$ cat src/rtl/i2c_arbiter.sv
// i2c_arbiter: shares one i2c_master between two requesters.
//   Port 0 is the camera poller and port 1 is the second bus client.
//   The grant rotates round-robin, one complete transaction at a time.
//   While a port holds the grant, its addr/rw/packets/data fields are routed to
//   the master. The master's data_req and data_ready strobes go back only to the
//   granted port. The SDA/SCL pins stay on the master.
//
// Parameters
//   TIMEOUT        watchdog limit in clk cycles per transaction. It only has an
//                  effect when I2C_ARB_TIMEOUT_EN is defined.
// Optional feature
//   I2C_ARB_TIMEOUT_EN  enables the transaction watchdog. When it is undefined,
//                       err0/err1 are tied to 0.
// Ports
//   clk, reset                   clock; synchronous active-high reset
//   req0/1, addr0/1, rw0/1       requester bus. Each requester holds req until its done.
//   pkts0/1, wdata0/1            byte count and write byte per requester
//   grant0/1                     registered bus ownership
//   dreq0/1, drdy0/1             i2c_data_req / i2c_data_ready, gated by grant
//   rdata                        i2c_data_in, broadcast to both requesters
//   done0/1, err0/1              one-cycle completion / watchdog-abort pulses
//   i2c_start, i2c_addr, i2c_rw,
//   i2c_packets, i2c_data        command outputs to the master
//   i2c_ready, i2c_data_req,
//   i2c_data_ready, i2c_data_in  status inputs from the master
module i2c_arbiter #(
  parameter int unsigned TIMEOUT = 4096
) (
  input  logic       clk,
  input  logic       reset,
  input  logic       req0,
  input  logic       req1,
  input  logic [6:0] addr0,
  input  logic [6:0] addr1,
  input  logic       rw0,
  input  logic       rw1,
  input  logic [4:0] pkts0,
  input  logic [4:0] pkts1,
  input  logic [7:0] wdata0,
  input  logic [7:0] wdata1,
  output logic       grant0,
  output logic       grant1,
  output logic       dreq0,
  output logic       dreq1,
  output logic       drdy0,
  output logic       drdy1,
  output logic [7:0] rdata,
  output logic       done0,
  output logic       done1,
  output logic       err0,
  output logic       err1,
  output logic       i2c_start,
  output logic [6:0] i2c_addr,
  output logic       i2c_rw,
  output logic [4:0] i2c_packets,
  output logic [7:0] i2c_data,
  input  logic       i2c_ready,
  input  logic       i2c_data_req,
  input  logic       i2c_data_ready,
  input  logic [7:0] i2c_data_in
);

  typedef enum logic [1:0] {IDLE, START, BUSY, RELEASE} state_t;

  state_t     state, state_n;
  logic       sel, sel_n;
  logic       last, last_n;
  logic       start_n;
  logic [1:0] grant, grant_n;
  logic [1:0] done, done_n;

`ifdef I2C_ARB_TIMEOUT_EN
  localparam int unsigned CW = ($clog2(TIMEOUT + 1) > 12) ? $clog2(TIMEOUT + 1) : 12;
  localparam logic [CW-1:0] LIMIT = CW'(TIMEOUT - 1);
  logic [CW-1:0] cnt, cnt_n;
  logic [1:0]    err, err_n;
`endif

  always_comb begin
    state_n = state;
    sel_n   = sel;
    last_n  = last;
    grant_n = grant;
    start_n = i2c_start;
    done_n  = '0;
`ifdef I2C_ARB_TIMEOUT_EN
    err_n   = '0;
    cnt_n   = cnt;
`endif
    case (state)
      IDLE: begin
        if (i2c_ready && (req0 || req1)) begin
          // When both ports request, the port not served last wins.
          sel_n   = (req0 && req1) ? ~last : req1;
          grant_n = sel_n ? 2'b10 : 2'b01;
          start_n = 1'b1;
          state_n = START;
`ifdef I2C_ARB_TIMEOUT_EN
          cnt_n   = '0;
`endif
        end
      end
      START: begin
        if (!i2c_ready) begin
          start_n = 1'b0;
          state_n = BUSY;
        end
      end
      BUSY: begin
        if (i2c_ready) begin
          done_n  = sel ? 2'b10 : 2'b01;
          last_n  = sel;
          state_n = RELEASE;
        end
      end
      RELEASE: begin
        grant_n = '0;
        state_n = IDLE;
      end
      default: state_n = IDLE;
    endcase
`ifdef I2C_ARB_TIMEOUT_EN
    // Normal completion in BUSY takes priority over a watchdog expiry in the same cycle.
    if ((state == START) || (state == BUSY && !i2c_ready)) begin
      if (cnt == LIMIT) begin
        err_n   = sel ? 2'b10 : 2'b01;
        start_n = 1'b0;
        last_n  = sel;
        state_n = RELEASE;
      end else begin
        cnt_n = cnt + 1'b1;
      end
    end
`endif
  end

  always_ff @(posedge clk) begin
    if (reset) begin
      state     <= IDLE;
      sel       <= 1'b0;
      last      <= 1'b1;
      grant     <= '0;
      done      <= '0;
      i2c_start <= 1'b0;
`ifdef I2C_ARB_TIMEOUT_EN
      cnt       <= '0;
      err       <= '0;
`endif
    end else begin
      state     <= state_n;
      sel       <= sel_n;
      last      <= last_n;
      grant     <= grant_n;
      done      <= done_n;
      i2c_start <= start_n;
`ifdef I2C_ARB_TIMEOUT_EN
      cnt       <= cnt_n;
      err       <= err_n;
`endif
    end
  end

  always_comb begin
    i2c_addr    = '0;
    i2c_rw      = 1'b0;
    i2c_packets = '0;
    i2c_data    = '0;
    if (|grant) begin
      i2c_addr    = sel ? addr1  : addr0;
      i2c_rw      = sel ? rw1    : rw0;
      i2c_packets = sel ? pkts1  : pkts0;
      i2c_data    = sel ? wdata1 : wdata0;
    end
  end

  assign grant0 = grant[0];
  assign grant1 = grant[1];
  assign done0  = done[0];
  assign done1  = done[1];
  assign dreq0  = i2c_data_req   & grant[0];
  assign dreq1  = i2c_data_req   & grant[1];
  assign drdy0  = i2c_data_ready & grant[0];
  assign drdy1  = i2c_data_ready & grant[1];
  assign rdata  = i2c_data_in;

`ifdef I2C_ARB_TIMEOUT_EN
  assign err0 = err[0];
  assign err1 = err[1];
`else
  assign err0 = 1'b0;
  assign err1 = 1'b0;
`endif

endmodule

$ cat config.mk
export PLATFORM = sky130hd
export DESIGN_NAME = i2c_arbiter
export DESIGN_NICKNAME = d
export VERILOG_FILES = /design/src/rtl/i2c_arbiter.sv
export SDC_FILE = /design/constraint.sdc
export NUM_CORES = 1
export LEC_CHECK = 0
export CORE_UTILIZATION = 28
export CTS_CLUSTER_DIAMETER = 120
export DETAILED_ROUTE_END_ITERATION = 10
export PLACE_DENSITY = 0.79
export SLEW_MARGIN = 15
export SYNTH_ARGS = -nofsm -noshare
export SYNTH_HDL_FRONTEND = slang
export SYNTH_SLANG_ARGS = --single-unit
$ cat constraint.sdc
create_clock -name clk -period 1.65 [get_ports clk]
set_input_delay 0.165 -clock clk [delete_from_list [all_inputs] [get_ports clk]]
set_output_delay 0.165 -clock clk [all_outputs]
set_load 0.005 [all_outputs]
==> results.tsv <==
metric	value	unit
TritonCTS clock tree	built	
global placement routability congestion	0.8063	
routed wirelength normalized by instance count	13.05	µm
critical path launch point type	register	
area post-placement	1635	µm²
first-pass GRT wire length	4.112	mm
count of final max-slew check failures	0	
Top Ports	97	
count of synthesis-stage warnings from yosys	0	
core outline area	2853	µm²
number of endpoints with negative hold slack in the final report	0	
sum of negative setup slack	0	ns
dpl cells	210	
area of the multi-input gates	590.6	µm²
achievable frequency	636.7	MHz
number of antenna violations at the first check in global routing	0	
number of distinct library cells after synthesis	26	
pin count of the biggest net entering global routing	12	
count of input and output buffers	78	
Post-Layout Cell Count	219	
clock buffer depth	2	
Tot Pwr	1.461	mW
commonest cells after routing, fill and taps aside	57 x sky130_fd_sc_hd__clkdlybuf4s50_1, 28 x sky130_fd_sc_hd__nor2_1, 22 x sky130_fd_sc_hd__mux2i_1, 21 x sky130_fd_sc_hd__dlygate4sd2_1, 7 x sky130_fd_sc_hd__buf_4	
area grow syn2layout	96.12	%
HPWL after detailed placement	2.256	mm
H-tree Lvls	1	
part of the total power dissipated in sequential elements	23.2	%
area used by sequential logic in the layout	186.4	µm²
Pre-antenna DRT Iters	7	
final design area excluding fillers	1708	µm²
Worst-path clk slew	0.06	ns
most common library cell in the layout ignoring fill and taps	sky130_fd_sc_hd__clkdlybuf4s50_1	
Tcrit/Tclk final	95.19	%
global-route congestion overflow total	0	
worst-path fanout max	4	
Gate power share	65.2	%
Max IR drop VDD	676.7	µV
Hold/Removal Path Class	input port to output pin	
clock power share	11.6	%
critical path data arrival time	1.41	ns
number of storage elements in the synthesis netlist	9	
antenna-violating nets left	0	
number of global-route vias before repair	897	
time the worst path needs with I/O delays and setup	1.571	ns
outcome	complete, but fails checks	
pwr dens	855.3	nW/µm²
netlist area before placement	870.8	µm²
final setup fails	0	
Post-Synthesis Cells	111	
Min-Delay Path Depth	0	
Filler Cells Inserted	265	
Max Clock Skew	0.003194	ns
standard-cell row count	19	
worst-case reg-to-reg path depth	6	
kind of capture point of the worst setup path	output pin	
via density per instance	4.749	
Psw	0.5465	mW
number of remaining DRC errors	10	
RSZ-0062 raised after global routing	no	
clk_lat worst skew	0.26	ns
Die Y	57.77	µm
violations in the final reports	DRC	
fraction of final layout cells sized beyond drive strength 1	11.17	%
Post-Syn Area per Cell	7.845	µm²
CTS buffer count	3	
CP Class	register to output pin	
leakage	0.7530	nW
total track usage	15.98	%
Antenna diodes	0	
internal power component	0.9142	mW
root buf cell	sky130_fd_sc_hd__clkbuf_4	
chip width	57.77	µm
final net count	250	
via count of the routed design	1040	
number of buffers added to fix hold violations after cts	0	
Sw Ratio	37.41	%
TritonCTS Sinks	9	
Die Footprint	3337	µm²
final wirelength	2.859	mm
Crit path required time	1.48	ns
starting utilization of the core area	30.53	%
sequential cell area fraction in the yosys report	20.69	%
max cap viols	0	
drt first-iter violations	41	
[worst max-delay path, cell delays in order, from the launching register on]
cell and delay (ns):
sky130_fd_sc_hd__dfxtp_2 0.40, sky130_fd_sc_hd__buf_4 0.15, sky130_fd_sc_hd__and2_1 0.11, sky130_fd_sc_hd__clkdlybuf4s50_1 0.49
[what timing repair did]
item,CTS,global route
setup buffers,3,0
endpoints found under the setup margin,21,0
gates resized for setup,28,0
[power groups by stage]
stage	Clock (mW)	Sequential, mW	Combinational [mW]
6_report	0.170	0.339	0.952
3_5_place_dp	0	0.328	0.990
3_3_place_gp	0	0.319	0.957
2_1_floorplan	0	0.318	0.529
4_1_cts	0.176	0.340	0.966
5_1_grt	0.197	0.350	1.05
[layout make-up]
type | instances | area share, %
flip-flops and latches | 9 | 10.92
well taps | 31 | 2.271
clock buffers | 4 | 1.538
repair buffers | 87 | 50.04
multi-input cells | 85 | 34.58
inverters | 3 | 0.6593
[metrics by stage]
step                util [%]  setup WS, ns  hold WS, ns
detailed placement     57.32      -0.07893       0.3300
finish                 59.87       0.07938       0.3300
global placement       57.24       -0.3911       0.3300
global route           59.87       0.01267       0.3300
CTS                    59.87       0.06469       0.3300
floorplan                  -        0.2414       0.2341
[final timing paths]
path | start | to | slack [ns]
worst min register to register | i2c_start | i2c_start | 0.49
worst max-delay path | grant[0] | dreq0 | 0.08
worst min-delay path | i2c_data_in[2] | rdata[2] | 0.33
worst max register to register | state[0] | state[1] | 0.15
[registers in the layout, summed over array words and instances, names as in the netlist]
name / cells
last: 1
sel: 1
state: 2
i2c_start: 1
done: 2
grant: 2
[cell families (layout without fill, tap and decap cells)]
| family | count (synthesis) | in the layout | share of synthesized area [%] |
|---|---|---|---|
| and+or+nand+nor | 42 | 43 | 21.12 |
| muxes | 23 | 23 | 27.01 |
| buffers and inverters | 19 | 94 | 14.08 |
| AOI/OAI and AO/OA | 13 | 13 | 10.92 |
| DFF | 9 | 9 | 20.69 |
| adders and majority gates | 4 | 4 | 5.747 |
| other | 1 | 2 | 0.4306 |
[synth_stat cells]
master | instances | share of area, %
sky130_fd_sc_hd__a22o_1 | 2 | 2.0
sky130_fd_sc_hd__a21boi_0 | 1 | 0.86
sky130_fd_sc_hd__nand2_1 | 3 | 1.3
sky130_fd_sc_hd__a21oi_1 | 2 | 1.1
sky130_fd_sc_hd__nor2_1 | 29 | 12
sky130_fd_sc_hd__and2_1 | 5 | 3.6
sky130_fd_sc_hd__buf_4 | 11 | 9.5
sky130_fd_sc_hd__mux2_4 | 1 | 1.7
sky130_fd_sc_hd__nor3b_1 | 1 | 0.86
sky130_fd_sc_hd__a32oi_1 | 1 | 1.0
sky130_fd_sc_hd__dfxtp_1 | 9 | 21
sky130_fd_sc_hd__a311o_2 | 1 | 1.3
sky130_fd_sc_hd__o21ai_0 | 4 | 2.3
sky130_fd_sc_hd__and3_1 | 1 | 0.72
sky130_fd_sc_hd__nand3_1 | 1 | 0.57
sky130_fd_sc_hd__conb_1 | 1 | 0.43
sky130_fd_sc_hd__o22ai_2 | 1 | 1.4
sky130_fd_sc_hd__buf_2 | 2 | 1.1
sky130_fd_sc_hd__mux2i_1 | 22 | 25
sky130_fd_sc_hd__and2b_2 | 1 | 1.0
sky130_fd_sc_hd__buf_6 | 1 | 1.3
sky130_fd_sc_hd__a211oi_1 | 1 | 0.86
sky130_fd_sc_hd__clkbuf_1 | 2 | 0.86
sky130_fd_sc_hd__ha_1 | 4 | 5.7
sky130_fd_sc_hd__inv_1 | 3 | 1.3
sky130_fd_sc_hd__nor3_1 | 1 | 0.57
[per-layer routing]
layer / global-route usage, % / wire length [µm]
met5: 0 / 0
met4: 2.381 / 8
met3: 5.580 / 301
met2: 31.06 / 1503
met1: 16.78 / 1045
No activity file was read; power rests on OpenSTA's default activity.
